===== src/rtl/exception_ctrl_n.sv =====
// COP0 exception/interrupt controller: synchronised edge-triggered sources,
// fixed priority with preemption, and an EPC stack for nested handlers.
module exception_ctrl_n #(
  parameter int unsigned N_SRC      = 3,
  parameter int unsigned EPC_DEPTH  = 4,
  parameter logic [31:0] VEC_BASE   = 32'h0000_3000,
  parameter logic [31:0] VEC_STRIDE = 32'h0000_0100
) (
  input  logic                         clk,
  input  logic                         reset,
  input  logic [N_SRC-1:0]             exp_src,
  input  logic [31:0]                  pc_in,
  input  logic                         cop0_en,
  input  logic [31:0]                  inst,
  input  logic [31:0]                  din,
  output logic [31:0]                  dout,
  output logic                         ex_reg_write,
  output logic                         has_exp,
  output logic                         is_eret,
  output logic [31:0]                  pc_out,
  output logic [$clog2(EPC_DEPTH):0]   depth
);

  localparam int unsigned AW = $clog2(EPC_DEPTH);
  localparam int unsigned DW = AW + 1;
  localparam int unsigned SW = (N_SRC > 1) ? $clog2(N_SRC) : 1;

  logic [N_SRC-1:0] sync1_q, sync2_q, prev_q, rise;
  logic [2:0]       warm_q;
  logic [N_SRC-1:0] pending_q, pending_d, mask_q, mask_d;
  logic             ie_q, ie_d, err_q, err_d;
  logic [DW-1:0]    depth_q, depth_d;
  logic [31:0]      epc_q [EPC_DEPTH];
  logic [SW-1:0]    src_q [EPC_DEPTH];

  logic [4:0]    rs, rd;
  logic [5:0]    funct;
  logic          op_mfc0, op_mtc0, op_eret, wr_en;
  logic          empty, full, preempt, take, do_eret;
  logic [AW-1:0] top_idx, push_idx;
  logic [31:0]   top_epc, vector, rdata;
  logic [SW-1:0] top_src, cand_idx;
  logic          cand_vld;
  logic          unused_inst;

  assign rs          = inst[25:21];
  assign rd          = inst[15:11];
  assign funct       = inst[5:0];
  assign unused_inst = ^{inst[31:26], inst[20:16], inst[10:6]};

  assign op_mfc0 = cop0_en && (rs == 5'b00000);
  assign op_mtc0 = cop0_en && (rs == 5'b00100);
  assign op_eret = cop0_en && (rs == 5'b10000) && (funct == 6'b011000);

  assign empty    = (depth_q == '0);
  assign full     = (depth_q == DW'(EPC_DEPTH));
  assign top_idx  = AW'(depth_q - DW'(1));
  assign push_idx = depth_q[AW-1:0];
  assign top_src  = src_q[top_idx];
  assign top_epc  = empty ? '0 : epc_q[top_idx];

  always_comb begin
    cand_vld = 1'b0;
    cand_idx = '0;
    for (int unsigned i = 0; i < N_SRC; i++) begin
      if (pending_q[i] && mask_q[i]) begin
        cand_vld = 1'b1;
        cand_idx = SW'(i);
      end
    end
  end

  // A taken exception squashes the current instruction, so its COP0 side effects are dropped.
  assign preempt = empty || (cand_idx > top_src);
  assign take    = ie_q && cand_vld && preempt && !full && !op_eret;
  assign do_eret = op_eret && !empty;
  assign wr_en   = op_mtc0 && !take;
  assign vector  = VEC_BASE + 32'(cand_idx) * VEC_STRIDE;

  assign has_exp      = take;
  assign is_eret      = do_eret;
  assign pc_out       = do_eret ? top_epc : (take ? vector : '0);
  assign ex_reg_write = op_mfc0 && !take && !reset;
  assign dout         = ex_reg_write ? rdata : '0;
  assign depth        = depth_q;

  always_comb begin
    rdata = '0;
    case (rd)
      5'd12: begin
        rdata[0]         = ie_q;
        rdata[8+:N_SRC]  = mask_q;
      end
      5'd13: begin
        rdata[31]        = err_q;
        rdata[8+:N_SRC]  = pending_q;
        if (!empty) rdata[2+:SW] = top_src;
      end
      5'd14:   rdata = top_epc;
      default: rdata = '0;
    endcase
  end

  // Edges are ignored until the synchroniser has refilled after reset,
  // so a line already high at release is not mistaken for a request.
  assign rise = sync2_q & ~prev_q & {N_SRC{warm_q[2]}};

  always_comb begin
    pending_d = pending_q;
    mask_d    = mask_q;
    ie_d      = ie_q;
    err_d     = err_q;
    depth_d   = depth_q;
    if (wr_en && rd == 5'd12) begin
      ie_d   = din[0];
      mask_d = din[8+:N_SRC];
    end
    if (wr_en && rd == 5'd13) begin
      pending_d = pending_d & ~din[8+:N_SRC];
      if (din[31]) err_d = 1'b0;
    end
    if (take) begin
      for (int unsigned i = 0; i < N_SRC; i++) begin
        if (cand_idx == SW'(i)) pending_d[i] = 1'b0;
      end
      depth_d = depth_q + DW'(1);
    end
    if (do_eret) depth_d = depth_q - DW'(1);
    if (op_eret && empty) err_d = 1'b1;
    pending_d = pending_d | rise;
  end

  always_ff @(posedge clk or posedge reset) begin
    if (reset) begin
      sync1_q   <= '0;
      sync2_q   <= '0;
      prev_q    <= '0;
      warm_q    <= '0;
      pending_q <= '0;
      mask_q    <= '0;
      ie_q      <= 1'b0;
      err_q     <= 1'b0;
      depth_q   <= '0;
    end else begin
      sync1_q   <= exp_src;
      sync2_q   <= sync1_q;
      prev_q    <= sync2_q;
      warm_q    <= {warm_q[1:0], 1'b1};
      pending_q <= pending_d;
      mask_q    <= mask_d;
      ie_q      <= ie_d;
      err_q     <= err_d;
      depth_q   <= depth_d;
    end
  end

  always_ff @(posedge clk or posedge reset) begin
    if (reset) begin
      for (int unsigned i = 0; i < EPC_DEPTH; i++) begin
        epc_q[i] <= '0;
        src_q[i] <= '0;
      end
    end else if (take) begin
      epc_q[push_idx] <= pc_in;
      src_q[push_idx] <= cand_idx;
    end else if (wr_en && rd == 5'd14 && !empty) begin
      epc_q[top_idx] <= din;
    end
  end

endmodule

===== config.mk =====
export PLATFORM = sky130hd
export DESIGN_NAME = exception_ctrl_n
export DESIGN_NICKNAME = d
export VERILOG_FILES = /design/src/rtl/exception_ctrl_n.sv
export SDC_FILE = /design/constraint.sdc
export NUM_CORES = 1
export LEC_CHECK = 0
export ABC_AREA = 1
export CORE_AREA = 4 4 180 182
export DETAILED_ROUTE_END_ITERATION = 7
export DIE_AREA = 0 0 184 186
export GPL_ROUTABILITY_DRIVEN = 0
export GPL_TIMING_DRIVEN = 0
export SYNTH_ARGS = -nofsm -noshare
export SYNTH_HDL_FRONTEND = slang
export SYNTH_SLANG_ARGS = --single-unit

===== constraint.sdc =====
create_clock -name clk -period 6.9 [get_ports clk]
set_input_delay 0.69 -clock clk [delete_from_list [all_inputs] [get_ports clk]]
set_output_delay 0.69 -clock clk [all_outputs]
set_load 0.005 [all_outputs]

==> metrics.txt <==
Final Skew=0.01109 ns; Crit Path Max Fanout=17; TritonCTS Buffers=17; first-pass GRT wire length=75.62 mm; Int Pwr=2.345 mW; Pins Over Slew Limit=0; PwrDens=323.2 nW/um^2; Final Cycle Share=~92%; Sum Neg Setup Slack=0 ns; PostCTS Resize Cnt=0; CP Capture Type=output pin; M3 GR Usage=4.808%; M1 GR Usage=41.21%; Clock Latency Late Sink=0.45 ns; # DRC=0; Final Instance Area=14950 sq um; Buffers on Ports=155; clock share of power=around 22%; gr busiest metal=met2; Commonest cells post-synth=nand2_1, inv_1, dfrtp_1, nand3_1, nand4_1; RSZ-0062 raised after global routing=false; Mean Syn Cell Area=6.062 sq um; Worst Tran Pin Value=0.9367 ns; switch share=51.46%; ys async rst share=100.0%; Syn. warnings=0; Max Cap Violations=0; DRT antenna net count=0; Synth cell types=32; Design Power=4.832 mW; min cycle time layout=6.327 ns; status=finished, final reports clean; CTS tree=done; DR WL/cell=19.12 um; # nets final=2302; CTS Root Cell=clkbuf_16; Die X=184 um; clk slew on worst S/H paths=0.07 ns; drt first pass iters=5; global route overflow=0; #FFs+latches synth=~160; vias in the first global route=12860; Worst Hold Slack=0.3471 ns; Critical Path Start Type=register; IO Count=172; CP Data Arrival Time=5.64 ns; number of DRC markers after the initial detailed-route iteration=1663; Ant. Diodes=0; DRT Wirelength=roughly 50 mm; post-CTS setup buffer count=0; Switch Pwr=2.487 mW; synth top area cells=dfrtp_1, nand2_1, inv_1; Mapped Cells=slightly above 2000; Layout area overhead=22.28%; Synth top area share=32.54%; fmax=158.1 MHz; H-tree depth=4; Worst Path Required=6.21 ns; Post-DP HPWL=between 30 and 40 mm; Mapped Area=12230 sq um; leakage=approximately 9.2 nW; Initial Utilization=39.97%; sequential share of the synthesized area=32.54%; worst vdd ir=0.0002460 V; syn_nets=2128; most common cell in the netlist=nand2_1; num rows=64; area of the core=between 30000 and 40000 sq um; vias per cell=5.322; largest net degree at the start of global routing=94; total die area=34220 sq um; met2 Usage GRT=44.27%; All-Layer GR Usage=28.79%; Fill cells=3195; Post-synth EDFFs=0; Seq pwr share=21.3%; endpoints failing setup=0; clock sink total=roughly 160; initial antenna violation count=0; top_reg_cell synth=dfrtp_1; clock tree buffer depth=2; Crit Path Class=reg -> out; Comb power frac=a little under three fifths; dpl cell area=about 14000 sq um; share of layout cells above drive strength 1=7.123%; total number of vias=13840; final hold vios=0; Hold Buf Count CTS=0; Hold Crit Class=reg -> reg; Synth area leader=dfrtp_1; die height=186 um; normalized max-slew margin=37.55%
cell usage in the layout, fill, tap and decap left out, types with 9 or more instances in the layout:
cell type / Yosys / layout
nand2_1: 904 / 904
buf_4: 52 / 52
inv_1: 292 / 291
nand3_1: 143 / 143
buf_2: 50 / 50
clkdlybuf4s50_1: 0 / 155
o21ai_0: 30 / 30
a21oi_1: 32 / 32
clkbuf_1: 44 / 43
ha_1: 9 / 9
nand4_1: 136 / 136
dfrtp_1: 159 / 159
nor2_1: 93 / 93
a32o_1: 25 / 25
clkbuf_16: 0 / 17
worst max-delay path, stage by stage (launching register included):
cell	delay, ns
dfrtp_1	0.49
buf_2	0.23
inv_2	0.13
clkbuf_1	0.43
buf_2	0.39
ha_1	0.30
clkbuf_1	0.26
inv_2	0.39
o21ai_0	0.15
o22ai_1	0.20
ha_1	0.19
inv_1	0.04
nand2_1	0.04
nand2_1	0.04
nand2_1	0.09
nand2_4	0.07
nand3_4	0.15
buf_4	0.24
nand3_2	0.33
buf_2	0.36
nor2_1	0.13
clkdlybuf4s50_1	0.51
through the flow:
step	instances	worst slack, ns	utilization [%]
6_report	2600	0.5734	48.88
5_1_grt	2600	0.3120	48.88
4_1_cts	2601	0.2603	48.89
3_5_place_dp	2569	0.7524	46.78
3_3_place_gp	2568	-0.7517	46.67
2_1_floorplan	2017	1.918	-
registers in the layout, summed over array words and instances, names as in the netlist:
register   cells
depth          3
epc_q        128
err_q          1
ie_q           1
mask_q         3
pending_q      3
prev_q         3
src_q          8
sync1_q        3
sync2_q        3
warm_q         3
final cells by class:
cell class	count	area [sq um]	area share, %
inverters	296	1119	7.481
clock buffers	17	425.4	2.845
multi-input cells	1406	6272	41.95
well taps	396	495.5	3.314
plain buffers	155	862.1	5.766
repair buffers	156	1579	10.56
flip-flops and latches	159	3979	26.61
clock inverters	15	220.2	1.473
path summary, 6_finish.rpt:
| kind | cells after the start | from | slack (ns) | to |
|---|---|---|---|---|
| worst max-delay path | 21 | depth[0]$_DFFE_PP0P_ | 0.57 | dout[24] |
| worst min-delay path | 0 | sync1_q[1]$_DFF_PP0_ | 0.35 | sync2_q[1]$_DFF_PP0_ |
| worst max register to register | 19 | depth[0]$_DFFE_PP0P_ | 2.04 | epc_q[51]$_DFFE_PP0P_ |
| worst min register to register | 0 | sync1_q[1]$_DFF_PP0_ | 0.35 | sync2_q[1]$_DFF_PP0_ |
| max in group asynchronous | 3 | reset | 5.26 | epc_q[95]$_DFFE_PP0P_ |
| min in group asynchronous | 2 | reset | 0.73 | src_q[0]$_DFFE_PP0P_ |
metal layers:
metal | routed length [um] | vias to the layer above
met1 | 21480 | 6403
met3 | 4969 | 110
li1 | - | 6593
met2 | 21720 | 731
met5 | 0 | -
met4 | 1549 | 0
cell families (layout without fill, tap and decap cells):
kind of cell	count (synthesis)	count (layout)	synth area share, %
simple gates	1294	1294	44.84
buf+inv	452	639	16.17
flops	159	159	32.54
compound gates	100	100	5.362
fa+ha+maj	9	9	0.9209
xor+xnor	2	2	0.1433
other cells	1	1	0.03067
power groups by stage:
stage | sequential, mW | clock, mW | combinational, mW
finish | 1.03 | 1.08 | 2.72
global placement | 1.05 | 0 | 2.60
detailed placement | 1.05 | 0 | 2.62
floorplan | 1.03 | 0 | 1.68
CTS | 1.03 | 1.08 | 2.63
global route | 1.04 | 1.13 | 2.92
(Power assumes the default switching activity.)
